==> src/rtl/disp8_arbiter_pkg.sv <==
// Shared constants for the 8-digit display arbiter.
// State codes, blank nibble, source indices, round-robin pick.
package disp8_arbiter_pkg;

  localparam logic [1:0] ST_IDLE  = 2'd0;
  localparam logic [1:0] ST_ALARM = 2'd1;
  localparam logic [1:0] ST_SHOW1 = 2'd2;
  localparam logic [1:0] ST_SHOW2 = 2'd3;

  localparam logic [3:0] BLANK = 4'hF;
  localparam logic [31:0] BLANK_WORD = {8{BLANK}};

  localparam logic [1:0] SRC_ALARM = 2'd0;
  localparam logic [1:0] SRC_RR1   = 2'd1;
  localparam logic [1:0] SRC_RR2   = 2'd2;

  typedef struct packed {
    logic [31:0] d;
    logic [7:0]  dp;
  } frame_t;

  // Prefer the requester that was not shown last.
  function automatic logic [1:0] rr_pick(
    input logic       r1,
    input logic       r2,
    input logic [1:0] last
  );
    if (r1 && r2)
      return (last == SRC_RR1) ? ST_SHOW2 : ST_SHOW1;
    else if (r1)
      return ST_SHOW1;
    else if (r2)
      return ST_SHOW2;
    else
      return ST_IDLE;
  endfunction

endpackage

==> src/rtl/disp8_arbiter_prescaler.sv <==
// Free-running timebase: tick is high for one clk per TICK_DIV.
// Ports: clk, rst (sync, active-high), tick.
module tick_prescaler #(
  parameter int TICK_DIV = 100000
) (
  input  logic clk,
  input  logic rst,
  output logic tick
);

  localparam int W = (TICK_DIV > 1) ? $clog2(TICK_DIV) : 1;
  localparam logic [W-1:0] LAST = W'(TICK_DIV - 1);

  logic [W-1:0] cnt;

  assign tick = (cnt == LAST);

  always_ff @(posedge clk) begin
    if (rst)
      cnt <= '0;
    else if (tick)
      cnt <= '0;
    else
      cnt <= cnt + W'(1);
  end

endmodule

==> src/rtl/disp8_arbiter.sv <==
// Alarm-priority, round-robin arbiter for an 8-digit display.
// Ports: clk, rst, req[2:0], dat0-2, dp0-2 -> gnt, d_out, dp_out.
module disp8_arbiter #(
  parameter int TICK_DIV    = 100000,
  parameter int DWELL_TICKS = 2000,
  parameter int BLINK_TICKS = 250
) (
  input  logic        clk,
  input  logic        rst,
  input  logic [2:0]  req,
  input  logic [31:0] dat0,
  input  logic [31:0] dat1,
  input  logic [31:0] dat2,
  input  logic [7:0]  dp0,
  input  logic [7:0]  dp1,
  input  logic [7:0]  dp2,
  output logic [2:0]  gnt,
  output logic [31:0] d_out,
  output logic [7:0]  dp_out
);

  import disp8_arbiter_pkg::*;

  localparam int DW = (DWELL_TICKS > 0) ?
                      $clog2(DWELL_TICKS + 1) : 1;
  localparam int BW = (BLINK_TICKS > 1) ?
                      $clog2(BLINK_TICKS) : 1;
  localparam logic [DW-1:0] DWELL_MAX  = DW'(DWELL_TICKS);
  localparam logic [BW-1:0] BLINK_LAST = BW'(BLINK_TICKS - 1);

  logic          tick;
  logic [1:0]    state;
  logic [1:0]    nxt;
  logic [1:0]    rr_last;
  logic [DW-1:0] dwell;
  logic [BW-1:0] bcnt;
  logic          blink_on;
  logic          dwell_done;
  logic          is_show;
  logic          enter;
  frame_t        frame;

  tick_prescaler #(
    .TICK_DIV(TICK_DIV)
  ) u_pre (
    .clk (clk),
    .rst (rst),
    .tick(tick)
  );

  assign is_show    = (state == ST_SHOW1) ||
                      (state == ST_SHOW2);
  assign dwell_done = (dwell == DWELL_MAX);
  assign enter      = (nxt != state);

  always_comb begin
    nxt = state;
    if (req[SRC_ALARM]) begin
      nxt = ST_ALARM;
    end else begin
      unique case (state)
        ST_IDLE,
        ST_ALARM:
          nxt = rr_pick(req[1], req[2], rr_last);
        ST_SHOW1:
          if (!req[SRC_RR1])
            nxt = rr_pick(req[1], req[2], rr_last);
          else if (dwell_done && req[SRC_RR2])
            nxt = ST_SHOW2;
        ST_SHOW2:
          if (!req[SRC_RR2])
            nxt = rr_pick(req[1], req[2], rr_last);
          else if (dwell_done && req[SRC_RR1])
            nxt = ST_SHOW1;
      endcase
    end
  end

  always_comb begin
    gnt = 3'b000;
    unique case (state)
      ST_IDLE:  gnt = 3'b000;
      ST_ALARM: gnt = 3'b001;
      ST_SHOW1: gnt = 3'b010;
      ST_SHOW2: gnt = 3'b100;
    endcase
  end

  // Source of the frame for the state currently granted.
  always_comb begin
    frame = '{d: BLANK_WORD, dp: 8'h00};
    unique case (1'b1)
      state == ST_SHOW1:
        frame = '{d: dat1, dp: dp1};
      state == ST_SHOW2:
        frame = '{d: dat2, dp: dp2};
      state == ST_ALARM && blink_on:
        frame = '{d: dat0, dp: dp0};
      default: ;
    endcase
  end

  always_ff @(posedge clk) begin
    if (rst) begin
      state    <= ST_IDLE;
      rr_last  <= SRC_RR2;
      dwell    <= '0;
      bcnt     <= '0;
      blink_on <= 1'b1;
      d_out    <= BLANK_WORD;
      dp_out   <= 8'h00;
    end else begin
      state <= nxt;

      if (enter && nxt == ST_SHOW1)
        rr_last <= SRC_RR1;
      else if (enter && nxt == ST_SHOW2)
        rr_last <= SRC_RR2;

      // Expiry always clears: either a switch or a restart.
      if (enter || (is_show && dwell_done))
        dwell <= '0;
      else if (is_show && tick)
        dwell <= dwell + DW'(1);

      if (enter && nxt == ST_ALARM) begin
        blink_on <= 1'b1;
        bcnt     <= '0;
      end else if (state == ST_ALARM && tick) begin
        if (bcnt == BLINK_LAST) begin
          bcnt     <= '0;
          blink_on <= ~blink_on;
        end else begin
          bcnt <= bcnt + BW'(1);
        end
      end

      d_out  <= frame.d;
      dp_out <= frame.dp;
    end
  end

endmodule

==> config.mk <==
export PLATFORM = sky130hd
export DESIGN_NAME = disp8_arbiter
export DESIGN_NICKNAME = d
export VERILOG_FILES = /design/src/rtl/disp8_arbiter_pkg.sv /design/src/rtl/disp8_arbiter_prescaler.sv /design/src/rtl/disp8_arbiter.sv
export SDC_FILE = /design/constraint.sdc
export NUM_CORES = 1
export LEC_CHECK = 0
export CORE_MARGIN = 2
export CORE_UTILIZATION = 47
export CTS_BUF_LIST = sky130_fd_sc_hd__clkbuf_4 sky130_fd_sc_hd__clkbuf_8
export CTS_CLUSTER_DIAMETER = 30
export DETAILED_ROUTE_END_ITERATION = 8
export HOLD_SLACK_MARGIN = 0.1
export PLACE_DENSITY = 0.91
export SLEW_MARGIN = 10
export SYNTH_ARGS = -nofsm -noshare
export SYNTH_HDL_FRONTEND = slang
export SYNTH_SLANG_ARGS = --single-unit
==> constraint.sdc <==
create_clock -name clk -period 4.4 [get_ports clk]
set_input_delay 0.44 -clock clk [delete_from_list [all_inputs] [get_ports clk]]
set_output_delay 0.44 -clock clk [all_outputs]
set_load 0.02 [all_outputs]
==> summary.txt <==
Power after layout = 1.72 mW
Synthesized Nets = 528
Min Hold Slack = 0.477 ns
# port buffers = 167
RSZ-0062 raised after global routing = false
Final clock skew = 0.0121 ns
Worst setup SP type = flop
Category of the worst setup path capture point = output port
Vias per std cell = 5.44
Floorplan die area = 8950 µm²
Share of the yosys chip area belonging to registers = 0.420
Maximum level of the CTS H-tree = 3
Worst path arrival time = 2.07 ns
HPWL after DPL = 8.57 mm
Total global-route track usage = 0.246
Iteration-0 DRC Markers = 163
Top cells by area in the synthesized netlist = sky130_fd_sc_hd__dfxtp_1, sky130_fd_sc_hd__mux2_2, sky130_fd_sc_hd__a221o_1
Overflow left after global routing = 0
Clock-pin slew reported for the worst setup and hold paths after clock tree synthesis = 0.08 ns
Worst Path Max Fanout = 12
Mean cell area of the mapped netlist = 9.69 µm²
CORE AREA = 8090 µm²
Clock tree sinks = 81
Non-filler instance count after layout = 666
Number of hold-repair buffers added at the cts stage = 0
Area share of the largest cell type after synthesis = 0.420
Antenna violations before repair = 0
Skew-Pair Late Insertion Delay = 0.35 ns
Critical path type = reg -> out
Routed len/inst = 17.3 µm
Number of setup violations in the final report = 0
Final layout net count = 686
Antenna diode count = 0
Most instantiated flip-flop cell in the synthesis netlist = sky130_fd_sc_hd__dfxtp_1
CTS tree = done
Final count of pins violating max slew = 0
Buffer depth of the longest clock path = 2
Pin count of the biggest net entering global routing = 50
Leakage power total = 2.12 nW
Via count = 3621
Maximum clock frequency = 0.399 GHz
Crit path required time = 3.96 ns
Number of hold-slack violations in the final timing report = 0
Hold Crit Class = reg -> reg
Warnings from Yosys = 0
Width of the die = 94.6 µm
Synthesized instance count = 398
Slew at the pin closest to its max-slew limit = 0.979 ns
Count of pins on the block boundary = 168
Wire length of the first global-routing pass = 17.0 mm
Library cell used as clock root buffer = sky130_fd_sc_hd__clkbuf_8
Post-CTS Setup Repair Bufs = 0
Number of different library cells in the post-synthesis netlist = 47
Layout cell share with drive strength beyond 1 = 0.119
Height of the chip = 94.6 µm
Cell count after placement = 650
Outcome = completed
Most frequent cell after synthesis = sky130_fd_sc_hd__dfxtp_1
Number of enable-type register cells in the synthesized netlist = 0
Fill cell total of the finished layout = 607
Total clock buffers created by CTS = 9
Power per unit of standard cell area = 296 nW/µm²
Area growth from synthesis to layout = 50.6%
Yosys top cell by area = sky130_fd_sc_hd__dfxtp_1
Pre-Repair DR Iteration Count = 4
Slew HR = 0.343
Via count of the first global-routing pass = 3485
Max Cap Violations = 0
Starting utilization of the core area = 0.477
ANT nets after route = 0
Post-route fraction of the period consumed by the critical path = 0.570
Top cells by count, synth = sky130_fd_sc_hd__dfxtp_1, sky130_fd_sc_hd__nor2_1, sky130_fd_sc_hd__mux2_2, sky130_fd_sc_hd__a221o_1, sky130_fd_sc_hd__nand2_1
Number of core rows = 33
Maximum vdd drop = 193 µV
Aggregate negative setup slack = 0 ns
Netlist area before placement = 3860 µm²
Proportion of register bits with asynchronous set or reset after synthesis = 0
RePlAce Congestion = 0.800
DRC viols = 0
Clock period minus worst slack = 2.51 ns
Flop and latch count out of synthesis = 81
Post_cts resized = 0
Total wirelength of the detailed-routed design = 11.5 mm
## layer usage
metal  GRT usage  part of all wire
met1       0.274              0.39
met2       0.448              0.51
met3      0.0479             0.066
met4       0.116             0.032
met5           0                 0
## final timing paths
check,startpoint,to,slack [ns],depth (start not counted)
setup / recovery,state[1],gnt[0],1.89,4
hold / removal,u_pre.cnt[0],u_pre.cnt[0],0.48,1
setup reg to reg,u_pre.cnt[0],u_pre.cnt[13],2.11,5
hold reg to reg,u_pre.cnt[0],u_pre.cnt[0],0.48,1
## layout make-up
| class | count | area [µm²] | share of cell area |
|---|---|---|---|
| inverters | 10 | 37.5 | 0.00646 |
| well taps | 105 | 131 | 0.0226 |
| clock buffers | 10 | 131 | 0.0226 |
| multi-input cells | 283 | 2090 | 0.360 |
| repair buffers | 171 | 1700 | 0.293 |
| clock inverters | 6 | 91.3 | 0.0157 |
| flip-flops and latches | 81 | 1620 | 0.279 |
## cells in the final DEF (no fill, tap or decap), types with 4 or more instances in the layout
cell type / count
sky130_fd_sc_hd__clkbuf_8: 9
sky130_fd_sc_hd__ha_1: 5
sky130_fd_sc_hd__buf_4: 4
sky130_fd_sc_hd__a221o_1: 32
sky130_fd_sc_hd__clkdlybuf4s50_1: 167
sky130_fd_sc_hd__xor2_1: 12
sky130_fd_sc_hd__nand4_1: 7
sky130_fd_sc_hd__nand2b_1: 4
sky130_fd_sc_hd__a21oi_1: 10
sky130_fd_sc_hd__nor2_1: 52
sky130_fd_sc_hd__nor4_1: 5
sky130_fd_sc_hd__xnor2_1: 18
sky130_fd_sc_hd__nor2b_1: 6
sky130_fd_sc_hd__dfxtp_1: 80
sky130_fd_sc_hd__and3_1: 7
sky130_fd_sc_hd__nor3_1: 10
sky130_fd_sc_hd__and2_1: 4
sky130_fd_sc_hd__nand3_1: 16
sky130_fd_sc_hd__nand2_1: 19
sky130_fd_sc_hd__mux2_2: 35
sky130_fd_sc_hd__mux2i_1: 8
sky130_fd_sc_hd__inv_1: 10
## power breakdown
part | internal (mW) | switching (mW)
clock | 0.328 | 0.275
sequential | 0.762 | 0.00978
combinational | 0.201 | 0.142
total | 1.29 | 0.427
## through the flow
stage | worst slack (ns) | utilization | instance area, µm²
finish | 1.89 | 0.718 | 5810
global route | 1.81 | 0.718 | 5810
CTS | 1.88 | 0.718 | 5810
detailed placement | 1.96 | 0.690 | 5590
global placement | 2.04 | 0.690 | 5590
floorplan | 2.60 | - | 3860
## cells by family (layout without fill, tap and decap cells)
kind of cell             Yosys count  after routing  synth area share
AO/OA/AOI/OAI                     59             59             0.127
multiplexers                      43             43             0.123
AND/OR/NAND/NOR                  146            146             0.209
buffers and inverters             34            197            0.0367
XOR/XNOR                          30             30            0.0681
flip-flops                        81             81             0.420
adder cells (fa/ha/maj)            5              5            0.0162
## registers in the layout, indices dropped and copies added, names as in the netlist
register   flops
bcnt           8
blink_on       1
d_out         32
dp_out         8
dwell         11
rr_last        2
state          2
u_pre.cnt     17
## worst max-delay path: stages, from the launching register on
cell                              delay, ns
sky130_fd_sc_hd__dfxtp_1               0.31
sky130_fd_sc_hd__inv_1                 0.33
sky130_fd_sc_hd__nand2_1               0.23
sky130_fd_sc_hd__inv_1                 0.21
sky130_fd_sc_hd__clkdlybuf4s50_1       0.64
Power figures use the tool's default switching activity.
